## src/rtl/fp_addsub_seq.sv

```systemverilog
`default_nettype none
// +----------------------------------------------------------------------------+
// | Module      : fp_addsub_seq                                                |
// | Description : Multi-cycle sequencer for the single-precision FP add/sub    |
// |               datapath (extract/align -> add/normalize -> round). Accepts  |
// |               one op at a time over valid/ready, resolves the effective    |
// |               rounding mode, pulses one stage enable per cycle and holds   |
// |               a tagged completion until writeback takes it.                |
// | Optional    : `define FP_ADDSUB_PERF_EN adds perf_ops / perf_stall.        |
// | Ports       : clk, reset_n (async, active-low)                             |
// |               flush                 - kill in-flight op                    |
// |               req_valid/req_ready   - issue handshake                      |
// |               req_sub/req_rm/req_tag, frm - op controls, CSR rm            |
// |               align_en/addnorm_en/round_en - stage register enables        |
// |               op_sub/rm_eff         - latched datapath controls            |
// |               res_valid/res_ready/res_tag/res_illegal - completion         |
// |               busy, err_timeout     - status                               |
// | Revision    : 1.0 - initial release                                        |
// +----------------------------------------------------------------------------+
module fp_addsub_seq #(
   parameter int TAG_W        = 5,
   parameter int HOLD_TIMEOUT = 0
) (
   input  logic             clk,
   input  logic             reset_n,
   input  logic             flush,
   input  logic             req_valid,
   output logic             req_ready,
   input  logic             req_sub,
   input  logic [2:0]       req_rm,
   input  logic [TAG_W-1:0] req_tag,
   input  logic [2:0]       frm,
   output logic             align_en,
   output logic             addnorm_en,
   output logic             round_en,
   output logic             op_sub,
   output logic [2:0]       rm_eff,
   output logic             res_valid,
   input  logic             res_ready,
   output logic [TAG_W-1:0] res_tag,
   output logic             res_illegal,
   output logic             busy,
   output logic             err_timeout
`ifdef FP_ADDSUB_PERF_EN
   ,
   output logic [15:0]      perf_ops,
   output logic [15:0]      perf_stall
`endif
);

   localparam logic [2:0] c_S_IDLE    = 3'd0;
   localparam logic [2:0] c_S_ALIGN   = 3'd1;
   localparam logic [2:0] c_S_ADDNORM = 3'd2;
   localparam logic [2:0] c_S_ROUND   = 3'd3;
   localparam logic [2:0] c_S_HOLD    = 3'd4;

   logic [2:0]       r_state;
   logic [2:0]       w_state_nxt;
   logic [2:0]       w_rm_sel;
   logic             w_rm_legal;
   logic             w_accept;
   logic             w_stall;
   logic             r_op_sub;
   logic [2:0]       r_rm_eff;
   logic [TAG_W-1:0] r_res_tag;
   logic             r_res_illegal;

   // rm 111 in the instruction means "use the CSR"; anything above RMM
   // (including a CSR value of 111) is reserved and traps.
   assign w_rm_sel   = (req_rm == 3'b111) ? frm : req_rm;
   assign w_rm_legal = (w_rm_sel <= 3'b100);
   assign w_accept   = req_valid && req_ready;
   assign w_stall    = (r_state == c_S_HOLD) && !res_ready && !flush;

   // State register
   always_ff @(posedge clk or negedge reset_n) begin
      if (!reset_n) begin
         r_state <= c_S_IDLE;
      end else begin
         r_state <= w_state_nxt;
      end
   end

   // Next-state logic; flush overrides everything
   always_comb begin
      w_state_nxt = r_state;
      case (r_state)
         c_S_IDLE: begin
            if (w_accept) w_state_nxt = w_rm_legal ? c_S_ALIGN : c_S_HOLD;
         end
         c_S_ALIGN:   w_state_nxt = c_S_ADDNORM;
         c_S_ADDNORM: w_state_nxt = c_S_ROUND;
         c_S_ROUND:   w_state_nxt = c_S_HOLD;
         c_S_HOLD: begin
            if (res_ready) begin
               if (w_accept) w_state_nxt = w_rm_legal ? c_S_ALIGN : c_S_HOLD;
               else          w_state_nxt = c_S_IDLE;
            end
         end
         default:     w_state_nxt = c_S_IDLE;
      endcase
      if (flush) w_state_nxt = c_S_IDLE;
   end

   // Output decode. Enables and res_valid are suppressed in a flush cycle so
   // a killed op never updates a stage nor hands off a completion. req_ready
   // is also held low while reset is asserted so every output reads 0.
   always_comb begin
      align_en   = 1'b0;
      addnorm_en = 1'b0;
      round_en   = 1'b0;
      res_valid  = 1'b0;
      busy       = (r_state != c_S_IDLE);
      req_ready  = reset_n && !flush &&
                   ((r_state == c_S_IDLE) || ((r_state == c_S_HOLD) && res_ready));
      if (!flush) begin
         case (r_state)
            c_S_ALIGN:   align_en   = 1'b1;
            c_S_ADDNORM: addnorm_en = 1'b1;
            c_S_ROUND:   round_en   = 1'b1;
            c_S_HOLD:    res_valid  = 1'b1;
            default:     ;
         endcase
      end
   end

   // Per-op controls are captured only at accept, so CSR frm changes during
   // an op cannot disturb the round stage.
   always_ff @(posedge clk or negedge reset_n) begin
      if (!reset_n) begin
         r_op_sub      <= 1'b0;
         r_rm_eff      <= 3'b000;
         r_res_tag     <= '0;
         r_res_illegal <= 1'b0;
      end else if (w_accept) begin
         r_op_sub      <= req_sub;
         r_rm_eff      <= w_rm_sel;
         r_res_tag     <= req_tag;
         r_res_illegal <= !w_rm_legal;
      end
   end

   assign op_sub      = r_op_sub;
   assign rm_eff      = r_rm_eff;
   assign res_tag     = r_res_tag;
   assign res_illegal = r_res_illegal;

   generate
      if (HOLD_TIMEOUT > 0) begin : g_timeout
         localparam int                 c_CNT_W = $clog2(HOLD_TIMEOUT + 1);
         localparam logic [c_CNT_W-1:0] c_TMO   = c_CNT_W'(HOLD_TIMEOUT);

         logic [c_CNT_W-1:0] r_hold_cnt;
         logic [c_CNT_W-1:0] w_cnt_nxt;
         logic               r_err;

         assign w_cnt_nxt = r_hold_cnt + 1'b1;

         // Counter saturates at the limit so the error fires only once per
         // stalled completion; any non-stall cycle restarts the count.
         always_ff @(posedge clk or negedge reset_n) begin
            if (!reset_n) begin
               r_hold_cnt <= '0;
               r_err      <= 1'b0;
            end else begin
               r_err <= 1'b0;
               if (w_stall) begin
                  if (r_hold_cnt != c_TMO) begin
                     r_hold_cnt <= w_cnt_nxt;
                     r_err      <= (w_cnt_nxt == c_TMO);
                  end
               end else begin
                  r_hold_cnt <= '0;
               end
            end
         end

         assign err_timeout = r_err;
      end else begin : g_no_timeout
         assign err_timeout = 1'b0;
      end
   endgenerate

`ifdef FP_ADDSUB_PERF_EN
   logic [15:0] r_perf_ops;
   logic [15:0] r_perf_stall;

   always_ff @(posedge clk or negedge reset_n) begin
      if (!reset_n) begin
         r_perf_ops   <= 16'h0000;
         r_perf_stall <= 16'h0000;
      end else begin
         if ((r_state == c_S_HOLD) && res_ready && !flush && !r_res_illegal)
            r_perf_ops <= r_perf_ops + 16'h0001;
         if ((r_state == c_S_HOLD) && !res_ready)
            r_perf_stall <= r_perf_stall + 16'h0001;
      end
   end

   assign perf_ops   = r_perf_ops;
   assign perf_stall = r_perf_stall;
`endif

endmodule
`default_nettype wire

```

## config.mk

```make
export PLATFORM = sky130hd
export DESIGN_NAME = fp_addsub_seq
export DESIGN_NICKNAME = d
export VERILOG_FILES = /design/src/rtl/fp_addsub_seq.sv
export SDC_FILE = /design/constraint.sdc
export NUM_CORES = 1
export LEC_CHECK = 0
export BUFFER_PORTS_ARGS = -buffer_cell sky130_fd_sc_hd__buf_2
export CAP_MARGIN = 20
export CORE_MARGIN = 5
export CORE_UTILIZATION = 40
export DETAILED_ROUTE_END_ITERATION = 7
export HOLD_SLACK_MARGIN = 0.05
export PLACE_DENSITY = 0.85
export SYNTH_ARGS = -nofsm -noshare
export SYNTH_HDL_FRONTEND = slang
export SYNTH_SLANG_ARGS = --single-unit
```

## constraint.sdc

```tcl
create_clock -name clk -period 1.6 [get_ports clk]
set_clock_uncertainty 0.1 [all_clocks]
set_input_delay 0.32 -clock clk [delete_from_list [all_inputs] [get_ports clk]]
set_output_delay 0.32 -clock clk [all_outputs]
set_load 0.02 [all_outputs]
```

==> results of run 1 <==
-- cell families (layout without fill, tap and decap cells) --
kind of cell / Yosys count / after routing / share of synthesized area
simple gates: 17 / 17 / 0.1687
flops: 13 / 13 / 0.4429
compound gates: 12 / 12 / 0.1056
mux: 10 / 10 / 0.1789
buf+inv: 10 / 60 / 0.08688
other cells: 1 / 1 / 0.005106
xor+xnor: 1 / 1 / 0.01193
-- sequential cells by signal, indices dropped and copies added (netlist names) --
| signal | flops |
|---|---|
| res_illegal | 1 |
| op_sub | 1 |
| res_tag | 5 |
| rm_eff | 3 |
| r_state | 3 |
-- worst paths after layout --
path / startpoint / end / slack, ns / cells past startpoint
worst min-delay path: req_tag[0] / res_tag[0] / 0.17 / 2
worst max register to register: r_state[1] / res_tag[0] / -0.12 / 4
worst min register to register: res_tag[3] / res_tag[3] / 0.41 / 1
min in group asynchronous: reset_n / r_state[1] / 0.33 / 2
worst max-delay path: r_state[1] / req_ready / -0.21 / 4
max in group asynchronous: reset_n / rm_eff[0] / 0.68 / 3
-- Yosys cell counts --
library cell   n
nor2b_1        1
nand2_1        3
buf_4          2
a41oi_1        1
mux2i_1        3
o21ai_0        7
nand3b_1       1
xnor2_1        1
and4_1         1
nand2b_1       1
nor3_1         1
and3_1         1
nor4b_1        2
buf_12         1
and2_1         1
inv_1          5
buf_2          2
nor3b_1        2
a211oi_1       1
mux2_4         6
dfrtp_1       13
a32o_1         2
a31oi_1        1
or3_1          1
conb_1         1
mux2_2         1
and4_4         1
nor3_4         1
-- through the flow --
step	util	TNS, ns
after global placement	0.5376	0
after CTS	0.6444	-0.9384
after floorplan	-	0
after global routing	0.6660	-2.376
after detailed placement	0.5376	0
final	0.6660	-1.597
-- cell type report --
cell class	instances	area, um^2	area share
tap	25	31.28	0.02691
sequential	13	325.3	0.2799
multi-input combinational	41	395.4	0.3402
timing repair buffer	51	365.4	0.3143
inverter	5	18.77	0.01615
clock buffer	4	26.28	0.02261
-- routing by layer --
| metal | GRT usage | wire length, um | vias to the layer above |
|---|---|---|---|
| met5 | 0 | 0 | - |
| met4 | 0.06383 | 24 | 0 |
| met2 | 0.2769 | 1223 | 26 |
| met3 | 0.02817 | 106 | 2 |
| met1 | 0.2077 | 876 | 359 |
| li1 | - | - | 329 |
-- cells in the final DEF (no fill, tap or decap), drive strengths merged, types with 2 or more instances in the layout --
| master | instances |
|---|---|
| o21ai | 7 |
| nand2 | 3 |
| nor3b | 2 |
| mux2 | 7 |
| a32o | 2 |
| clkbuf | 4 |
| inv | 5 |
| nor3 | 2 |
| dfrtp | 13 |
| mux2i | 3 |
| and4 | 2 |
| nor4b | 2 |
| buf | 50 |
-- repair_timing --
action | 4_1_cts | 5_1_grt
setup endpoints to repair | 6 | 18
cloned | 0 | 0
pin swaps | 6 | 3
setup buffers | 10 | 2
hold buffers | 1 | 0
gates resized for setup | 20 | 6
endpoints found under the hold margin | 13 | 0
-- power by group through the flow --
stage	clock network, W	registers [W]	logic [W]
after floorplan	0	0.000522	0.000144
after global placement	0	0.000438	0.000348
after detailed placement	0	0.000440	0.000356
after CTS	0.000209	0.000433	0.000400
after global routing	0.000234	0.000441	0.000447
final	0.000208	0.000434	0.000417
==> run_results.csv, run 1 <==
group,metric,value,unit
status,status,"finished, violations left",
status,failed_checks,"setup timing",
global_route,grt.total_usage,0.1645,
clock_network,cts.sinks,13,
timing,hold_viol_final,0,
global_route,grt_pass1_vias,707,
placement,io_buffers,32,
final_layout,final_area,1162,um^2
drt,vias,716,
worst_hold_path,hold_path_class,"primary input to register",
placement,placed_area,938.4,um^2
timing,rsz0062_at_grt,"true",
power_and_ir_drop,p_per_area,910.9,nW/um^2
power_and_ir_drop,p_sw,0.0003663,W
die,io_pins,34,
synthesis,avgSynthCellArea,11.48,um^2
placement,placedCellCount,122,
synthesis,ys_seq_area_frac,0.4429,
drt,drt_iter0_markers,12,
power_and_ir_drop,p_leak,0.5626,nW
clock_network,cts_buffers,3,
worst_setup_path,criticalPathCategory,"register to output pin",
power_and_ir_drop,power_frac_seq,0.410,
clock_network,clkTransAtPathRegs,0.09,ns
die,dieArea,2793,um^2
clock_network,htreeDepth,1,
global_route,grt_antenna_before_repair,0,
power_and_ir_drop,pwr-share-clk,0.196,
worst_setup_path,end_kind,"output pin",
worst_setup_path,worst-path-max-fanout,4,
worst_setup_path,critPathBufInv,2,
clock_network,cts_tree,"built",
clock_network,clockBufferDepth,2,
die,coreArea,1745,um^2
final_layout,fin_nets,132,
timing,final-setup-viol-count,15,
worst_setup_path,cp_data_required_time,1.18,ns
drt,viasPerCell,5.151,
synthesis,yosys.cell_types.count,28,
power_and_ir_drop,fin_total_pwr,0.001059,W
worst_setup_path,critical_path_arrival,1.39,ns
die,std_cell_rows,15,
worst_setup_path,crit_family,"simple AND/OR/NAND/NOR gates",
final_layout,n_fill_cell,126,
worst_setup_path,cp-start-kind,"register",
synthesis,syn_nets,81,
global_route,grt_pass1_wl,3.312,mm
worst_setup_path,max_stage_delay,0.41,ns
drt,wl,2.231,mm
placement,dp_worst_setup_slack,0.01196,ns
synthesis,synth_area_leaders,"dfrtp_1 (44%), mux2_4 (12%), o21ai_0 (4.8%)",
drt,antenna_left,0,
power_and_ir_drop,vdd_drop_max,429.5,uV
timing,fin_ws,-0.2097,ns
die,die_w,52.85,um
clock_network,clk_latency,0.28,ns
global_route,grt-ovfl-total,0,
final_layout,drive_above_1_share,0.6053,
synthesis,synthCells,64,
global_route,grt_max_degree,12,
synthesis,synth_top_area_cell,"dfrtp_1",
die,die_h,52.85,um
synthesis,yosysWarnings,0,
timing,max_freq,0.5526,GHz
synthesis,yosysTopAreaCellShare,0.4429,
placement,gp_congestion,0.8577,
timing,whs,0.1723,ns
final_layout,stdcell_count,139,
worst_setup_path,crit_slowest_cell,"dfrtp_1",
placement,hpwlAfterDp,1.277,mm
timing,fin_crit,1.810,ns
power_and_ir_drop,sw_frac_of_total,0.3459,
worst_setup_path,cp_cell_sequence,"buf_4, nor3_4, and3_4, buf_6",
timing,drv_slew,0,
synthesis,synth_area,734.5,um^2
die,start_util,0.4208,
power_and_ir_drop,pwr-share-comb,0.394,
drt,first_pass_iters,5,
final_layout,antenna_cells,0,
drt,drcViolationCount,0,
timing,timing.final.crit_share,1.131,
power_and_ir_drop,intPower,0.0006925,W
job,max-cap-violations,0,
clock_network,cts_root_buf,"clkbuf_4",
synthesis,synth-seq-cells,13,
final_layout,area_growth,58.26,%
drt,wl_per_cell,16.05,um
Power figures use the tool's default switching activity.
==> run 2: changes to the inputs <==
Settings changed: ABC_AREA from default to 1, CORE_UTILIZATION 40 to 39, PLACE_DENSITY 0.85 to 0.84.
==> run_results.csv, run 2 <==
group,metric,value,unit
status,status,"finished, violations left",
status,failed_checks,"setup timing",
die,coreArea,1708,um^2
global_route,grt_pass1_vias,695,
synthesis,synth_commonest_cells,"nand2_1 (39), dfrtp_1 (13), inv_1 (9)",
clock_network,cts_root_buf,"clkbuf_4",
drt,drcViolationCount,0,
worst_setup_path,endpoint,"res_valid",
synthesis,yosysWarnings,0,
timing,timing.final.crit_share,1.005,
placement,hpwlAfterDp,1.378,mm
worst_hold_path,hold_path_class,"primary input to register",
final_layout,final_area,984.7,um^2
placement,placed_area,885.9,um^2
drt,wl,1.728,mm
final_layout,mostFrequentLayoutCells,"nand2_1 (38), buf_2 (26), dfrtp_1 (11)",
worst_setup_path,r2r_end,"res_illegal",
timing,fin_crit,1.609,ns
synthesis,synth_area,694.4,um^2
worst_setup_path,worst-path-max-fanout,5,
clock_network,clk_latency,0.26,ns
synthesis,syn_nets,107,
drt,drt_iter0_markers,9,
clock_network,clkTransAtPathRegs,0.08,ns
timing,hold_viol_final,0,
synthesis,async_flop_share,1.000,
final_layout,fin_nets,148,
worst_setup_path,reg2reg_slack,0.14,ns
drt,first_pass_iters,4,
final_layout,drive_above_1_share,0.4462,
job,max-cap-violations,0,
synthesis,synth_edf_count,0,
timing,fin_ws,-0.008786,ns
placement,gp_congestion,0.7794,
drt,antenna_left,0,
die,dieArea,2724,um^2
worst_setup_path,cp-start-kind,"register",
worst_setup_path,criticalPathCategory,"register to output pin",
drt,vias,683,
timing,rsz0062_at_grt,"true",
die,die_w,52.20,um
drt,wl_per_cell,11.15,um
die,start_util,0.4066,
final_layout,antenna_cells,0,
synthesis,avgSynthCellArea,7.716,um^2
worst_hold_path,hold_depth,3,
synthesis,synth_ff_type,"dfrtp_1",
synthesis,synth.most_common_cell,"nand2_1",
worst_setup_path,worstReg2RegStart,"r_state[1]",
final_layout,area_growth,41.80,%
timing,finalSetupTns,-0.008786,ns
placement,io_buffers,32,
power_and_ir_drop,p_per_area,1423,nW/um^2
worst_setup_path,crit_start,"r_state[1]",
synthesis,synth_top_area_cell,"dfrtp_1",
final_layout,largest_reg_flops,5,
clock_network,cts_buffers,3,
global_route,grt.total_usage,0.1436,
worst_setup_path,reg2regPathDepth,6,
clock_network,cts_tree,"built",
global_route,grt_max_degree,14,
timing,whs,0.1354,ns
die,die_h,52.20,um
global_route,grt-ovfl-total,0,
clock_network,clockBufferDepth,2,
clock_network,cts.sinks,13,
synthesis,yosys.cell_types.count,18,
synthesis,synthCells,90,
global_route,grt_pass1_wl,2.918,mm
clock_network,htreeDepth,1,
synthesis,synth-seq-cells,13,
timing,max_freq,0.6216,GHz
power_and_ir_drop,vdd_drop_max,737.6,uV
global_route,grt_antenna_before_repair,0,
final_layout,final_common_cell,"nand2_1",
timing,drv_slew,0,
die,io_pins,34,
worst_setup_path,cp_data_required_time,1.18,ns
die,std_cell_rows,15,
power_and_ir_drop,p_leak,0.5662,nW
synthesis,ys_seq_area_frac,0.4685,
timing,final-setup-viol-count,1,
drt,viasPerCell,4.406,
worst_setup_path,critical_path_arrival,1.19,ns
synthesis,yosysTopAreaCellShare,0.4685,
worst_setup_path,end_kind,"output pin",
synthesis,synth_area_leaders,"dfrtp_1 (47%), nand2_1 (21%), o21ai_2 (5.0%)",
run 2: cell types whose count changed in the layout (fill, tap and decap cells not counted), sizes merged, moves of 3 or more:
cell / change
nand2: +37
nor2: +8
inv: +5
mux2i: -3
nand3: +4
mux2: -7
buf: -13
run 2: per-layer routing:
metal	global-route usage	share of wire	vias to the layer above
li1	-	-	356
met1	0.1864	0.45	304
met2	0.2322	0.47	21
met3	0.03419	0.072	2
met4	0.05106	0.0046	0
met5	0	0	-
run 2: power breakdown:
group	total [W]	switching, W	leakage, nW	internal, W
clock network	0.000199	0.000102	0.0150	0.0000963
logic	0.000670	0.000411	0.388	0.000260
registers	0.000532	0.0000829	0.163	0.000449
run 2: worst min-delay path by stage:
stage / start / end / slack [ns]
floorplan: reset_n / op_sub / -0.08
global placement: reset_n / res_tag[3] / 0.17
detailed placement: reset_n / res_tag[3] / 0.17
CTS: req_tag[2] / res_tag[2] / 0.13
global route: req_tag[2] / res_tag[2] / 0.15
finish: req_tag[2] / res_tag[2] / 0.14
run 2: kinds of logic after synthesis:
kind of cell	synth area share
simple gates	0.3712
flops	0.4685
buf+inv	0.07566
compound gates	0.07928
other cells	0.005400
run 2: timing repair:
action                                  in CTS  in global routing
endpoints found under the hold margin       13                  0
buffers inserted                             2                  1
gates resized for setup                      6                 10
hold buffers                                 1                  0
endpoints found under the setup margin       5                  6
pin swaps                                    1                  2
run 2: layout make-up:
cell class | instances | area, um^2
inverter | 10 | 37.54
multi-input combinational | 65 | 331.6
sequential | 13 | 327.8
tap | 25 | 31.28
clock buffer | 4 | 26.28
timing repair buffer | 38 | 230.2
fill | 162 | 723.2
run 2: worst max-delay path, cell delays in order, from the launching register on:
cell     delay, ns
dfrtp_2       0.44
nor2_4        0.17
and3_4        0.20
buf_6         0.11
run 2: through the flow:
stage	std cells	setup WS, ns	util	total power [W]
4_1_cts	154	-0.009349	0.5582	0.001372
3_5_place_dp	147	0.2165	0.5187	0.001139
6_report	155	-0.008786	0.5766	0.001401
2_1_floorplan	90	0.2286	-	0.0009208
5_1_grt	155	-0.09124	0.5766	0.001516
3_3_place_gp	147	0.2450	0.5187	0.001124
==> run 3: changes to the inputs <==
Settings changed: BUFFER_PORTS_ARGS -buffer_cell sky130_fd_sc_hd__buf_2 to -buffer_cell sky130_fd_sc_hd__clkbuf_2, RECOVER_POWER from default to 100.
==> run_results.csv, run 3 (synthesized netlist as in run 2, its figures left out) <==
group,metric,value,unit
power_and_ir_drop,fin_total_pwr,0.001377,W
drt,wl,1.664,mm
worst_setup_path,reg2regPathDepth,6,
power_and_ir_drop,vdd_drop_max,647.5,uV
die,die_h,52.20,um
final_layout,final_common_cell,"nand2_1",
worst_hold_path,hold_depth,3,
placement,hpwlAfterDp,1.294,mm
die,std_cell_rows,15,
timing,rsz0062_at_grt,"true",
global_route,grt_pass1_wl,2.697,mm
final_layout,drive_above_1_share,0.3333,
worst_setup_path,cp-start-kind,"register",
worst_hold_path,hold_path_class,"primary input to register",
final_layout,fin_nets,150,
timing,max_freq,0.6218,GHz
job,max-cap-violations,0,
clock_network,cts_tree,"built",
worst_setup_path,reg2reg_slack,0.02,ns
worst_setup_path,worstReg2RegStart,"r_state[1]",
final_layout,final_area,968.4,um^2
clock_network,clockBufferDepth,2,
drt,viasPerCell,4.471,
timing,final-setup-viol-count,1,
clock_network,clk_latency,0.26,ns
timing,hold_viol_final,0,
clock_network,htreeDepth,1,
worst_setup_path,criticalPathCategory,"register to output pin",
final_layout,antenna_cells,0,
drt,drcViolationCount,0,
timing,fin_ws,-0.008235,ns
drt,wl_per_cell,10.60,um
timing,worstMarginPinSlew,0.6863,ns
status,status,"finished, violations left",
drt,antenna_left,0,
timing,fin_crit,1.608,ns
die,io_pins,34,
worst_hold_path,hp-start,"req_tag[2]",
power_and_ir_drop,p_per_area,1422,nW/um^2
placement,io_buffers,32,
die,die_w,52.20,um
power_and_ir_drop,p_leak,0.5403,nW
drt,first_pass_iters,4,
global_route,grt-ovfl-total,0,
global_route,grt_pass1_vias,649,
final_layout,largest_reg_flops,5,
worst_setup_path,end_kind,"output pin",
drt,vias,702,
worst_hold_path,hold_end,"res_tag[2]",
clock_network,clkTransAtPathRegs,0.08,ns
global_route,grt_max_degree,14,
clock_network,cts_buffers,3,
drt,drt_iter0_markers,15,
die,start_util,0.4066,
worst_setup_path,r2r_end,"rm_eff[2]",
clock_network,cts.sinks,13,
die,coreArea,1708,um^2
worst_setup_path,cp_data_required_time,1.18,ns
worst_setup_path,critical_path_arrival,1.19,ns
global_route,grt_antenna_before_repair,0,
status,failed_checks,"setup timing",
placement,placed_area,885.9,um^2
timing,timing.final.crit_share,1.005,
final_layout,mostFrequentLayoutCells,"nand2_1 (38), clkbuf_2 (15), clkbuf_1 (14)",
worst_setup_path,worst-path-max-fanout,5,
clock_network,cts_root_buf,"clkbuf_4",
die,dieArea,2724,um^2
global_route,grt.total_usage,0.1284,
timing,drv_slew,0,
placement,gp_congestion,0.7557,
timing,relSlewSlack,0.5425,
final_layout,area_growth,39.46,%
-- run 3: changes by cell type in the layout (fill, tap and decap cells not counted), sizes merged --
cell,change
clkbuf,+28
buf,-26
-- run 3: through the flow --
stage	setup WS (ns)	setup TNS [ns]	hold slack [ns]	util	instances
global route	-0.1041	-0.8314	0.1445	0.5670	157
global placement	0.2326	0	0.1743	0.5187	147
floorplan	0.2286	0	-0.07559	-	90
detailed placement	0.1965	0	0.1824	0.5187	147
finish	-0.008235	-0.008235	0.1499	0.5670	157
CTS	-0.02245	-0.02476	0.1496	0.5612	155
-- run 3: critical path, cell delays in order (launching register included) --
cell     delay, ns
dfrtp_1       0.42
nor2_4        0.19
and3_4        0.22
buf_8         0.11
-- run 3: final cells by class --
class	instances	area (um^2)
flip-flops and latches	13	325.3
inverters	10	37.54
well taps	25	31.28
multi-input cells	65	320.3
repair buffers	40	227.7
fillers	166	739.5
clock buffers	4	26.28
-- run 3: worst max path at each step --
| stage | from | endpoint | depth (start not counted) |
|---|---|---|---|
| floorplan | r_state[0] | addnorm_en | 3 |
| global placement | r_state[0] | addnorm_en | 4 |
| detailed placement | flush | rm_eff[2] | 6 |
| CTS | r_state[1] | addnorm_en | 5 |
| global route | r_state[0] | round_en | 4 |
| finish | r_state[1] | res_valid | 3 |
-- run 3: report_power, final --
part	total, W	switching, W	internal, W
clock network	0.000190	0.0000942	0.0000961
registers	0.000528	0.0000813	0.000447
logic	0.000658	0.000413	0.000245
total	0.00138	0.000589	0.000788
-- run 3: what timing repair did --
action	4_1_cts	5_1_grt
setup endpoints to repair	4	6
resized for setup	4	15
endpoints found under the hold margin	13	0
pin swaps	1	6
setup buffers	3	2
hold buffers	1	0
-- run 3: metal layers --
metal	vias to the layer above	global-route usage	wire length (um)
li1	361	-	-
met1	316	0.1693	721
met2	23	0.2155	813
met3	2	0.02849	120
met4	0	0.02553	8
met5	-	0	0
